### config.mk
export PLATFORM = sky130hd
export DESIGN_NAME = avg_sink
export DESIGN_NICKNAME = d
export VERILOG_FILES = /design/src/rtl/avg_sink.sv
export SDC_FILE = /design/constraint.sdc
export NUM_CORES = 1
export LEC_CHECK = 0
export BUFFER_PORTS_ARGS = -buffer_cell sky130_fd_sc_hd__clkbuf_2
export CAP_MARGIN = 10
export CORE_ASPECT_RATIO = 0.75
export CORE_MARGIN = 1
export CORE_UTILIZATION = 29
export DETAILED_ROUTE_END_ITERATION = 8
export PLACE_DENSITY = 0.56
export SLEW_MARGIN = 15
export SYNTH_ARGS = -nofsm -noshare
export SYNTH_HDL_FRONTEND = slang
export SYNTH_SLANG_ARGS = --single-unit
### constraint.sdc
create_clock -name clk -period 2.8 [get_ports clk]
set_input_delay 0.56 -clock clk [delete_from_list [all_inputs] [get_ports clk]]
set_output_delay 0.56 -clock clk [all_outputs]
set_load 0.01 [all_outputs]
### src/rtl/avg_sink.sv
// avg_sink: result sink for the 12-sample average-nearest filter.
// Captures every sample presented while ready is high into a DEPTH-entry
// circular FIFO and hands it to a consumer via a show-ahead valid/ack port.
// It also tracks sticky overflow and the running unsigned min/max of
// accepted samples.
//
// Ports:
//   clk       in   single clock, rising edge
//   reset     in   synchronous active-low reset
//   ready     in   upstream sample valid (din holds a new result)
//   din       in   upstream sample [DW-1:0]
//   rd_ack    in   consumer takes the head entry (ignored while empty)
//   clr_stat  in   clears ovf, min_val, max_val
//   rd_data   out  head-of-FIFO sample (show-ahead)
//   rd_valid  out  FIFO non-empty
//   count     out  entries held, 0..DEPTH [AW:0]
//   full      out  count == DEPTH
//   ovf       out  sticky: a sample was dropped while full
//   min_val   out  smallest accepted sample since reset/clear
//   max_val   out  largest accepted sample since reset/clear
//
// Occupancy state is decoded from count; there is no separate state register.
//   state   | meaning
//   EMPTY   | count == 0, rd_valid low, ack ignored
//   PARTIAL | 0 < count < DEPTH, writes and reads both accepted
//   FULL    | count == DEPTH, a write without a read is dropped and sets ovf
module avg_sink #(
   parameter int DW    = 16,
   parameter int DEPTH = 16,
   parameter int AW    = $clog2(DEPTH)
) (
   input  logic          clk,
   input  logic          reset,
   input  logic          ready,
   input  logic [DW-1:0] din,
   input  logic          rd_ack,
   input  logic          clr_stat,
   output logic [DW-1:0] rd_data,
   output logic          rd_valid,
   output logic [AW:0]   count,
   output logic          full,
   output logic          ovf,
   output logic [DW-1:0] min_val,
   output logic [DW-1:0] max_val
);

   localparam logic [AW:0] DEPTH_C = (AW+1)'(DEPTH);

   logic [DW-1:0] mem [DEPTH];
   logic [AW-1:0] wp;
   logic [AW-1:0] rp;
   logic          do_rd;
   logic          do_wr;
   logic          drop;

   assign rd_valid = (count != '0);
   assign full     = (count == DEPTH_C);
   assign rd_data  = mem[rp];

   // A full FIFO still accepts a write when the head leaves on the same edge.
   assign do_rd = rd_ack & rd_valid;
   assign do_wr = ready & (~full | do_rd);
   assign drop  = ready & ~do_wr;

   // Storage is deliberately not reset; rd_valid gates its use.
   always_ff @(posedge clk) begin
      if (reset && do_wr) begin
         mem[wp] <= din;
      end
   end

   always_ff @(posedge clk) begin
      if (!reset) begin
         wp    <= '0;
         rp    <= '0;
         count <= '0;
      end else begin
         if (do_wr) wp <= wp + 1'b1;
         if (do_rd) rp <= rp + 1'b1;
         if (do_wr && !do_rd)      count <= count + 1'b1;
         else if (do_rd && !do_wr) count <= count - 1'b1;
      end
   end

   // clr_stat wins over a same-edge overflow or min/max update.
   always_ff @(posedge clk) begin
      if (!reset) begin
         ovf     <= 1'b0;
         min_val <= '1;
         max_val <= '0;
      end else if (clr_stat) begin
         ovf     <= 1'b0;
         min_val <= '1;
         max_val <= '0;
      end else begin
         if (drop) ovf <= 1'b1;
         if (do_wr) begin
            if (din < min_val) min_val <= din;
            if (din > max_val) max_val <= din;
         end
      end
   end

endmodule

==> reports/qor.json <==
{
  "cts": {
    "h-tree-depth": 1,
    "cts_max_path_bufs": 3,
    "cts_hold_buffers": 0,
    "clk_pin_slew_worst_paths_ns": 0.06,
    "number_of_cts_inserted_buffers": 31,
    "clock_latency_ns": 0.56,
    "cts.root.buffer_cell": "sky130_fd_sc_hd__clkbuf_16",
    "cts_num_sinks": 306,
    "clock_tree_from_tritoncts": "yes"
  },
  "setup_path": {
    "data_required_time_of_the_critical_path_ns": 2.24,
    "criticalPathCategory": "reg -> out",
    "r2r_end": "count[4]",
    "worstRegToRegCells": 11,
    "cpMaxStageDelayCell": "sky130_fd_sc_hd__mux4_2",
    "reg2reg_slack_ns": 0.22,
    "crit-reg2reg-launch": "count[0]",
    "path_max_fanout": 5,
    "cp-end-kind": "primary output",
    "critical-path-max-stage-delay_ns": 0.53,
    "cell_chain_critical_path": "buf_12, buf_12, buf_16, mux4_2, mux4_2, clkbuf_8",
    "start_kind": "flop",
    "cp.arrival_ns": 2.52
  },
  "logic_synthesis": {
    "synthesis.yosys.warnings": 0,
    "synth_cells": 703,
    "syn_area_per_cell_sq_um": 17.9,
    "synth-edff-count": 256,
    "ys_top_cells_by_area": "sky130_fd_sc_hd__edfxtp_1, sky130_fd_sc_hd__mux4_2, sky130_fd_sc_hd__dfxtp_1",
    "synth-seq-area-share_pct": 69.1,
    "synthFlopType": "sky130_fd_sc_hd__edfxtp_1",
    "syn_area_sq_mm": 0.0126,
    "synth.top_cell.area_share_pct": 61.1,
    "async_sr_flop_fraction_pct": 0,
    "syn-num-nets": 765,
    "synth_top_area_cell": "sky130_fd_sc_hd__edfxtp_1",
    "postSynthRegisterBits": 306,
    "synthDistinctLibCells": 38
  },
  "floorplanning": {
    "dieWidth_microns": 242,
    "dieArea_sq_mm": 0.0442,
    "fp-row-count": 65,
    "number_of_primary_i_o_pins": 77,
    "floorplan.core_area_sq_mm": 0.0424,
    "die_h_microns": 182,
    "initial_utilization_pct": 29.7
  },
  "layout": {
    "finalNetCount": 911,
    "area.growth.synth_to_final_pct": 22.2,
    "sequential_cell_area_sq_mm": 0.00869,
    "multi_input_comb_area_sq_mm": 0.00364,
    "finish.instance_area_sq_mm": 0.0154,
    "layout.filler_cells": 3956,
    "fraction_of_layout_cells_with_a_size_suffix_above_1_pct": 33.4,
    "antenna-diode-count": 0,
    "final_util_pct": 36.3,
    "number_of_standard_cells_in_the_layout_taps_in_and_fillers_out": 1438
  },
  "run_status": {
    "violations_in_the_final_reports": "setup timing",
    "run_status": "finished, violations left"
  },
  "hold_path": {
    "hold_start": "ready",
    "worstHoldPathCells": 3,
    "worstHoldPathType": "in -> reg",
    "worst_case_hold_path_end_point": "ovf"
  },
  "route": {
    "avgRoutedWirePerCell_microns": 21.2,
    "drcViolationCount": 0,
    "ant_nets": 0,
    "drt-initial-drc-count": 498,
    "post_drt_via_cell_ratio": 4.66,
    "dr_total_vias": 6700,
    "drt_pre_antenna_iters": 5,
    "detail_route.wirelength_microns": 30400
  },
  "place": {
    "dpl_cell_area_sq_mm": 0.0141,
    "dp_worst_setup_slack_ns": 0.0970,
    "dp_hpwl_microns": 19500,
    "placed_cells_incl_taps": 1371,
    "place_congestion": 0.759,
    "io_buffers": 76
  },
  "sta": {
    "post-route-min-period_ns": 3.08,
    "final-max-slew-violation-count": 0,
    "fin_worst_skew_ns": 0.0100,
    "tightest_slew_ns": 0.715,
    "fmax_mhz": 325,
    "rsz0062_at_grt": "true",
    "hold_viol": 0,
    "final.period_utilization_pct": 110,
    "max_slew_margin_pct": 52.4,
    "final-setup-viol-count": 16,
    "setup_ws_ns": -0.280
  },
  "power": {
    "power_density_mw_per_mm2": 804,
    "power_leakage_uw": 0.00531,
    "irDropWorstVdd_uv": 452
  },
  "grt": {
    "overflow": 0,
    "grt_antenna_before_repair": 0,
    "grt_pass1_vias": 6898,
    "wire_length_of_the_first_global_routing_pass_microns": 45900,
    "grt_start_max_net_pins": 41,
    "groute.usage.overall_pct": 14.0
  },
  "flow_run": {
    "max_cap_viol_count": 0
  }
}
[power breakdown]
group	internal, uW	switching, uW
Combinational	1840	1460
Sequential	5060	92.6
Clock	2230	1660
Total	9130	3210
[routing by layer]
metal	part of all wire (%)	vias up	GRT usage [%]
met5	0	-	0
met4	1.3	0	2.08
met3	8.7	32	3.19
met2	42	192	20.3
met1	48	3416	21.5
li1	-	3060	-
[layout by cell type (no fill, tap or decap), drive strengths merged, types with 6 or more instances in the layout]
master	Yosys	layout
clkinv	0	8
o21ai	10	10
ha	40	40
nor2	21	21
nand4	6	6
a211o	17	17
o21a	17	17
dfxtp	50	50
nand2	48	48
xnor2	8	8
mux2i	18	18
edfxtp	256	256
mux4	80	80
buf	13	73
and2	9	9
inv	39	41
clkbuf	20	114
a21oi	19	19
[synth_stat cells, types with 2 or more instances]
cell,number
sky130_fd_sc_hd__a21o_1,5
sky130_fd_sc_hd__dfxtp_1,50
sky130_fd_sc_hd__nor2_1,20
sky130_fd_sc_hd__or3_1,2
sky130_fd_sc_hd__nand3b_1,2
sky130_fd_sc_hd__o21ai_0,9
sky130_fd_sc_hd__nor2b_1,4
sky130_fd_sc_hd__nand2_1,48
sky130_fd_sc_hd__edfxtp_1,256
sky130_fd_sc_hd__a21oi_1,18
sky130_fd_sc_hd__a211o_1,17
sky130_fd_sc_hd__inv_1,39
sky130_fd_sc_hd__nand4_1,5
sky130_fd_sc_hd__a21boi_1,3
sky130_fd_sc_hd__and2_1,9
sky130_fd_sc_hd__mux2i_1,18
sky130_fd_sc_hd__clkbuf_1,20
sky130_fd_sc_hd__buf_1,2
sky130_fd_sc_hd__nand3_1,4
sky130_fd_sc_hd__o21a_1,17
sky130_fd_sc_hd__nand2b_1,3
sky130_fd_sc_hd__mux4_2,80
sky130_fd_sc_hd__ha_1,40
sky130_fd_sc_hd__xnor2_1,8
sky130_fd_sc_hd__a31oi_1,3
sky130_fd_sc_hd__buf_2,9
[through the flow]
| stage | hold slack, ns | power (uW) | setup TNS [ns] |
|---|---|---|---|
| after detailed placement | 0.466 | 7920 | 0 |
| after global routing | 0.304 | 12900 | -5.34 |
| after floorplan | 0.456 | 7000 | 0 |
| after CTS | 0.258 | 12500 | -4.48 |
| final | 0.286 | 12300 | -3.85 |
| after global placement | 0.459 | 7910 | 0 |
[how the worst max path moves through the flow]
stage	from	to	slack, ns	cells past startpoint
6_report	flop	rd_data[0]	-0.28	6
3_3_place_gp	count[0]	count[4]	0.12	11
4_1_cts	flop	rd_data[4]	-0.30	5
3_5_place_dp	count[0]	count[4]	0.1	11
5_1_grt	flop	rd_data[4]	-0.35	5
2_1_floorplan	count[0]	count[4]	0.05	11
[registers in the layout, summed over array words and instances, names as in the netlist, named ones only]
signal / flops
mem: 256
max_val: 16
min_val: 16
count: 5
rp: 4
wp: 4
ovf: 1
[cell type report]
cell class / instances / share of cell area, %
clock buffers: 41 / 5.36
clock inverters: 12 / 0.741
inverters: 39 / 0.953
multi-input cells: 325 / 23.7
flip-flops and latches: 306 / 56.6
well taps: 569 / 4.63
repair buffers: 146 / 8.01
[kinds of logic after synthesis]
| kind of cell | count (synthesis) | share of synthesized area [%] |
|---|---|---|
| buffers and inverters | 72 | 2.33 |
| AOI/OAI and AO/OA | 75 | 4.22 |
| adders and majority gates | 41 | 4.14 |
| muxes | 98 | 15.8 |
| DFF | 306 | 69.1 |
| and+or+nand+nor | 102 | 3.85 |
| xor gates and xnor gates | 9 | 0.627 |
[repair_timing]
action,CTS,global route
resized for setup,16,4
setup endpoints to repair,16,17
buffers inserted,6,0
cloned,8,0
[worst max-delay path: cells and delay by family, from the launching register on]
kind / cells / cell delay, ns
buf+inv: 4 / 0.55
mux: 2 / 1.01
flops: 1 / 0.38
(Power assumes the default switching activity.)
